--- src/rtl/decode_pkg.sv ---
// Shared opcode/function constants, ALU selects and the decoded-field and
// history-entry types for the decode stage.
package decode_pkg;

  typedef enum logic [1:0] {
    OP_LD  = 2'b00,
    OP_ST  = 2'b01,
    OP_IMM = 2'b10,
    OP_ALU = 2'b11
  } op_e;

  localparam logic [4:0] OP5_LI   = 5'b10000;
  localparam logic [4:0] OP5_ADDI = 5'b10001;
  localparam logic [4:0] OP5_B    = 5'b10100;
  localparam logic [4:0] OP5_BC   = 5'b10111;

  localparam logic [3:0] F_CMP = 4'b0101;
  localparam logic [3:0] F_MOV = 4'b0110;

  localparam logic [3:0] IADD = 4'b0000;
  localparam logic [3:0] ISUB = 4'b0001;
  localparam logic [3:0] IIDT = 4'b1100;
  localparam logic [3:0] INON = 4'b1111;

  localparam int unsigned REG_AW = 3;

  typedef struct packed {
    logic              valid;
    logic              writer;
    logic              is_ld;
    logic [REG_AW-1:0] dest;
  } hist_t;

  typedef struct packed {
    logic [3:0]        s_alu;
    logic              sign_ex;
    logic              ar_mux;
    logic              br_mux;
    logic              mem_we;
    logic              pc_load;
    logic [2:0]        cond;
    logic              writer;
    logic              is_ld;
    logic [REG_AW-1:0] dest;
    logic [REG_AW-1:0] src_a;
    logic [REG_AW-1:0] src_b;
    logic              use_a;
    logic              use_b;
  } dec_t;

  typedef struct packed {
    logic              valid;
    logic [3:0]        s_alu;
    logic              sign_ex;
    logic              ar_mux;
    logic              br_mux;
    logic              reg_we;
    logic              mem_we;
    logic              pc_load;
    logic [2:0]        cond;
    logic [REG_AW-1:0] wr_addr;
  } ctrl_t;

  localparam ctrl_t CTRL_BUBBLE = '{valid: 1'b0, s_alu: INON, default: '0};

endpackage

--- src/rtl/decode_fields.sv ---
// Purely combinational single-instruction decoder: control fields, register
// sources and their use flags, and write-back destination.
module decode_fields
  import decode_pkg::*;
(
  input  logic [15:0] instr_i,
  output dec_t        dec_o
);

  op_e        op;
  logic [3:0] f;
  logic [4:0] op5;
  logic       is_alu;
  logic       alu_wr;

  always_comb begin
    op     = op_e'(instr_i[15:14]);
    f      = instr_i[7:4];
    op5    = instr_i[15:11];
    is_alu = (op == OP_ALU);
    alu_wr = is_alu && (f <= 4'b1100) && (f != F_CMP) && (f != 4'b0111);

    dec_o = '0;
    if (is_alu) begin
      dec_o.s_alu = (f == F_CMP) ? ISUB : (f == F_MOV) ? IIDT : f;
    end else if (op == OP_LD || op == OP_ST) begin
      dec_o.s_alu = IADD;
    end else if (op5 == OP5_LI) begin
      dec_o.s_alu = IIDT;
    end else if (op5 == OP5_ADDI || op5 == OP5_B || op5 == OP5_BC) begin
      dec_o.s_alu = IADD;
    end else begin
      dec_o.s_alu = INON;
    end

    dec_o.sign_ex = !is_alu;
    dec_o.ar_mux  = is_alu && (f <= 4'b0110);
    dec_o.br_mux  = !(op == OP_IMM && instr_i[13]);
    dec_o.mem_we  = (op == OP_ST);
    dec_o.pc_load = (op5 == OP5_B) || (op5 == OP5_BC);
    dec_o.cond    = instr_i[10:8];
    dec_o.is_ld   = (op == OP_LD);
    dec_o.writer  = alu_wr || (op == OP_LD) || (op5 == OP5_LI) || (op5 == OP5_ADDI);
    dec_o.dest    = (op == OP_LD) ? instr_i[13:11] : instr_i[10:8];
    dec_o.src_a   = instr_i[10:8];
    dec_o.src_b   = instr_i[13:11];
    dec_o.use_a   = (is_alu && (f <= 4'b0110 || f == 4'b1101)) || (op == OP_ST);
    dec_o.use_b   = (is_alu && (f <= 4'b0101 || (f >= 4'b1000 && f <= 4'b1011)))
                    || (op == OP_LD) || (op == OP_ST);
  end

endmodule

--- src/rtl/decode_stage.sv ---
// Registered decode stage with issue history, one-hot operand forwarding and
// an optional load-use interlock enabled by DECODE_LOAD_INTERLOCK_EN.
module decode_stage
  import decode_pkg::*;
#(
  parameter int unsigned FWD_DEPTH = 2,
  parameter int unsigned RA_W      = 3
) (
  input  logic                 clk,
  input  logic                 rst,
  input  logic [15:0]          in_instr,
  input  logic                 in_valid,
  output logic                 in_ready,
  input  logic                 flush,
  input  logic                 out_ready,
  output logic                 out_valid,
  output logic [3:0]           s_alu,
  output logic                 sign_ex,
  output logic                 ar_mux,
  output logic                 br_mux,
  output logic                 reg_we,
  output logic [RA_W-1:0]      wr_addr,
  output logic                 mem_we,
  output logic                 pc_load,
  output logic [2:0]           cond,
  output logic [FWD_DEPTH-1:0] fwd_a,
  output logic [FWD_DEPTH-1:0] fwd_b
);

  dec_t                 dec;
  hist_t                hist_q [0:FWD_DEPTH-1];
  ctrl_t                out_d, out_q;
  logic [FWD_DEPTH-1:0] fwd_a_d, fwd_b_d, fwd_a_q, fwd_b_q;
  logic                 load_en, interlock, accept;
  logic                 found_a, found_b, unused_is_ld;

  decode_fields u_fields (
    .instr_i (in_instr),
    .dec_o   (dec)
  );

`ifdef DECODE_LOAD_INTERLOCK_EN
  assign interlock = hist_q[0].valid && hist_q[0].is_ld &&
                     ((dec.use_a && hist_q[0].dest == dec.src_a) ||
                      (dec.use_b && hist_q[0].dest == dec.src_b));
`else
  assign interlock = 1'b0;
`endif

  assign load_en  = !out_q.valid || out_ready;
  assign in_ready = load_en && !interlock && !flush;
  assign accept   = in_valid && in_ready;

  // Nearest matching history entry wins; selects use the pre-shift history.
  always_comb begin
    fwd_a_d = '0;
    fwd_b_d = '0;
    found_a = 1'b0;
    found_b = 1'b0;
    unused_is_ld = 1'b0;
    for (int unsigned k = 0; k < FWD_DEPTH; k++) begin
      unused_is_ld ^= hist_q[k].is_ld;
      if (hist_q[k].valid && hist_q[k].writer) begin
        if (!found_a && dec.use_a && hist_q[k].dest == dec.src_a) begin
          fwd_a_d[k] = 1'b1;
          found_a    = 1'b1;
        end
        if (!found_b && dec.use_b && hist_q[k].dest == dec.src_b) begin
          fwd_b_d[k] = 1'b1;
          found_b    = 1'b1;
        end
      end
    end
  end

  always_comb begin
    out_d = CTRL_BUBBLE;
    if (accept) begin
      out_d.valid   = 1'b1;
      out_d.s_alu   = dec.s_alu;
      out_d.sign_ex = dec.sign_ex;
      out_d.ar_mux  = dec.ar_mux;
      out_d.br_mux  = dec.br_mux;
      out_d.reg_we  = dec.writer;
      out_d.mem_we  = dec.mem_we;
      out_d.pc_load = dec.pc_load;
      out_d.cond    = dec.cond;
      out_d.wr_addr = dec.dest;
    end
  end

  always_ff @(posedge clk) begin
    if (rst || flush) begin
      out_q   <= CTRL_BUBBLE;
      fwd_a_q <= '0;
      fwd_b_q <= '0;
      for (int unsigned k = 0; k < FWD_DEPTH; k++) hist_q[k] <= '0;
    end else if (load_en) begin
      out_q   <= out_d;
      fwd_a_q <= accept ? fwd_a_d : '0;
      fwd_b_q <= accept ? fwd_b_d : '0;
      hist_q[0] <= accept ? hist_t'{1'b1, dec.writer, dec.is_ld, dec.dest} : hist_t'('0);
      for (int unsigned k = 1; k < FWD_DEPTH; k++) hist_q[k] <= hist_q[k-1];
    end
  end

  assign out_valid = out_q.valid;
  assign s_alu     = out_q.s_alu;
  assign sign_ex   = out_q.sign_ex;
  assign ar_mux    = out_q.ar_mux;
  assign br_mux    = out_q.br_mux;
  assign reg_we    = out_q.reg_we;
  assign wr_addr   = RA_W'(out_q.wr_addr);
  assign mem_we    = out_q.mem_we;
  assign pc_load   = out_q.pc_load;
  assign cond      = out_q.cond;
  assign fwd_a     = fwd_a_q;
  assign fwd_b     = fwd_b_q;

endmodule

--- config.mk ---
export PLATFORM = sky130hd
export DESIGN_NAME = decode_stage
export DESIGN_NICKNAME = d
export VERILOG_FILES = /design/src/rtl/decode_pkg.sv /design/src/rtl/decode_fields.sv /design/src/rtl/decode_stage.sv
export SDC_FILE = /design/constraint.sdc
export NUM_CORES = 1
export LEC_CHECK = 0
export BUFFER_PORTS_ARGS = -buffer_cell sky130_fd_sc_hd__buf_2
export CORE_ASPECT_RATIO = 1.25
export CORE_UTILIZATION = 40
export CTS_CLUSTER_DIAMETER = 40
export DETAILED_ROUTE_END_ITERATION = 8
export PLACE_DENSITY = 0.68
export SLEW_MARGIN = 25
export SYNTH_ARGS = -nofsm -noshare
export SYNTH_HDL_FRONTEND = slang
export SYNTH_SLANG_ARGS = --single-unit
--- constraint.sdc ---
create_clock -name clk -period 1.6 [get_ports clk]
set_input_delay 0.32 -clock clk [delete_from_list [all_inputs] [get_ports clk]]
set_output_delay 0.32 -clock clk [all_outputs]
set_load 0.05 [all_outputs]
==> key figures <==
Clock tree
  • CTS tree: done
  • H-Tree Depth: 2
  • Hold Buf Count CTS: 0
  • Clk slew on worst S/H paths: 0.06 ns
  • Root Buffer: clkbuf_8
  • Clock buffer count from CTS: 5
  • Maximum clock path buffer count: 2
  • Later-pin clock latency in the skew report: 0.27 ns
  • Clk sinks: 31
  • Post-CTS Setup Inserts: 0
  • Post-CTS sizing: 0

Global route
  • Largest net degree at the start of global routing: 17
  • Antenna violations before repair: 0
  • Vias in the first global route: 1138
  • First-pass GRT wire length: 4961 um
  • Overall Global Routing Usage: 17.10%
  • Remaining Overflow, GRT: 0

Power
  • Switching Fraction: 25.91%
  • PwrDens: 930.7 mW/mm^2
  • Lkg Pwr: 0.0008389 uW
  • Switch Pwr: 422.3 uW
  • Internal: 1208 uW
  • Flop pwr share: 51.8%
  • Worst vdd rail ir drop: 0.6260 mV
  • Clock Power Share: 35.0%
  • Final Total Pwr: 1630 uW
  • Comb power frac: 13.1%

STA
  • Final setup TNS: 0 ns
  • Final hold viol count: 0
  • RSZ-0062 raised after global routing: false
  • Period Utilization, post-route: 91.65%
  • Clock skew: 0.005001 ns
  • Worst slew pin tran: 0.5514 ns
  • Post-layout min period: 1.466 ns
  • Fin worst setup slack: 0.1336 ns
  • Slew Limit Fails: 0
  • Setup-failing EPs final: 0
  • Slew Limit Headroom: 63.20%
  • FMAX: 682.0 MHz
  • WHS: 0.3213 ns

Critical path
  • Critical Path Source Type: register
  • Setup crit end kind: output pin
  • CP required: 1.28 ns
  • Setup CP Type: reg2out
  • Critical path peak fanout: 3
  • Worst Path Arrival: 1.15 ns

Status
  • Outcome: complete, no violations

Logic synthesis
  • Yosys reg bits: 31
  • Mapped Cells: 140
  • Post-synth top area share: 29.45%
  • Synth top area cells: dfxtp_1 (29%), edfxtp_1 (21%), xor2_1 (8.0%)
  • Post-synthesis cell type count: 36
  • Synth cell count leaders: dfxtp_1 (21), nand2_1 (17), xor2_1 (13)
  • Most numerous cell in the Yosys netlist: dfxtp_1
  • Syn Std Cell Area: 0.001428 sq mm
  • Mapped Nets: 161
  • Synth Flop Type: dfxtp_1
  • Number of enable flip-flop cells after synthesis: 10
  • Post-synthesis area per instance: 10.20 sq um
  • Cell accounting for the most synthesized area: dfxtp_1
  • Sequential area share after synthesis: 50.48%
  • Synth warn: 0
  • Asr flop ratio synth: 0%

Final layout
  • # diodes: 0
  • Final layout net count: 205
  • # fillers: 323
  • Utilization after layout: 52.93%
  • Layout cells sized above 1: 31.89%
  • Layout area overhead: 22.70%

Die
  • Boundary Pins: 43
  • Core area: 0.003309 sq mm
  • Die X: 55.44 um
  • # rows: 23
  • Starting Density: 43.14%
  • Die height: 68.80 um
  • Die area: 0.003814 sq mm

Min path
  • Worst hold path type: in2reg

Placement
  • # port buffers: 38
  • Pre-CTS WS: 0.1199 ns
  • GP Congestion: 0.8284
  • DP Wirelength: 2386 um

Drt
  • Detailed-route via count: 1146
  • Antenna-violating nets left: 0
  • Wire per inst: 13.72 um
  • Initial DRC count: 36
  • DR vias/cell: 5.162
  • First-pass iteration count of the detailed router: 4
  • DRT Wirelength: 3045 um
  • Drc violations: 0

Job
  • Max-Cap Viols: 0
[final timing paths]
check,start,endpoint,slack (ns),cells after the start
worst min-delay path,in_instr[7],ar_mux$_SDFFE_PP0N_,0.32,2
worst max register to register,hist_q[0][2]$_SDFFCE_PN0P_,fwd_a[1]$_SDFFE_PP0N_,0.15,4
worst min register to register,wr_addr[0]$_SDFFE_PP0N_,wr_addr[0]$_SDFFE_PP0N_,0.45,1
worst max-delay path,out_valid$_SDFFE_PP0N_,in_ready,0.13,3
[layout by cell type (no fill, tap or decap), drive strengths merged, types with 2 or more instances in the layout]
master  netlist  layout
o31ai         2       2
a21oi         7       7
dfxtp        21      21
nand3         2       2
a21o          6       6
a22o          6       6
xnor2         2       2
o22a          2       2
and3          8       8
a32o          2       2
o21ai         7       7
clkinv        1       2
buf           5      42
nor2          8       8
inv           3       3
nand2        17      17
nor3          5       5
clkbuf        0       7
xor2         13      13
edfxtp       10      10
or3b          2       2
[final cells by class]
cell class                 instances  area, sq um  share of cell area [%]
timing repair buffer              42        220.2                   12.57
clock buffer                       7        76.32                   4.357
tap                               37        46.29                   2.643
multi-input combinational        100        666.9                   38.07
sequential                        31        721.9                   41.21
clock inverter                     1        5.005                  0.2857
inverter                           4        15.01                  0.8571
[worst max-delay path: stages (launching register included)]
cell	delay, ns
dfxtp_2	0.34
nor2b_1	0.15
nor2_1	0.11
buf_2	0.28
[power groups by stage]
| stage | combinational, uW | sequential (uW) | clock, uW |
|---|---|---|---|
| detailed placement | 214 | 862 | 0 |
| CTS | 215 | 845 | 586 |
| floorplan | 97.3 | 908 | 0 |
| global placement | 210 | 861 | 0 |
| finish | 214 | 845 | 571 |
| global route | 233 | 847 | 611 |
[registers in the layout (all words and copies together) (netlist names)]
| signal | cells |
|---|---|
| br_mux | 1 |
| cond | 3 |
| fwd_a | 2 |
| reg_we | 1 |
| out_valid | 1 |
| pc_load | 1 |
| fwd_b | 2 |
| wr_addr | 3 |
| mem_we | 1 |
| hist_q | 10 |
| s_alu | 4 |
| sign_ex | 1 |
| ar_mux | 1 |
[logic make-up after synthesis]
kind of cell,Yosys count,synth area share [%]
AND/OR/NAND/NOR,48,18.41
AO/OA/AOI/OAI,37,19.11
flip-flops,31,50.48
XOR/XNOR,15,9.203
buffers and inverters,9,2.804
[through the flow]
step                area (sq um)  cells
finish                      1752    222
global route                1752    222
CTS                         1752    222
detailed placement          1670    214
global placement            1670    214
floorplan                   1429    140
[per-layer routing]
layer	up-vias	wire, um	GRT usage, %
met5	-	0	0
met3	4	114	3.545
met1	524	1286	17.66
met4	0	20	7.500
li1	592	-	-
met2	26	1624	33.73
(Power assumes the default switching activity.)
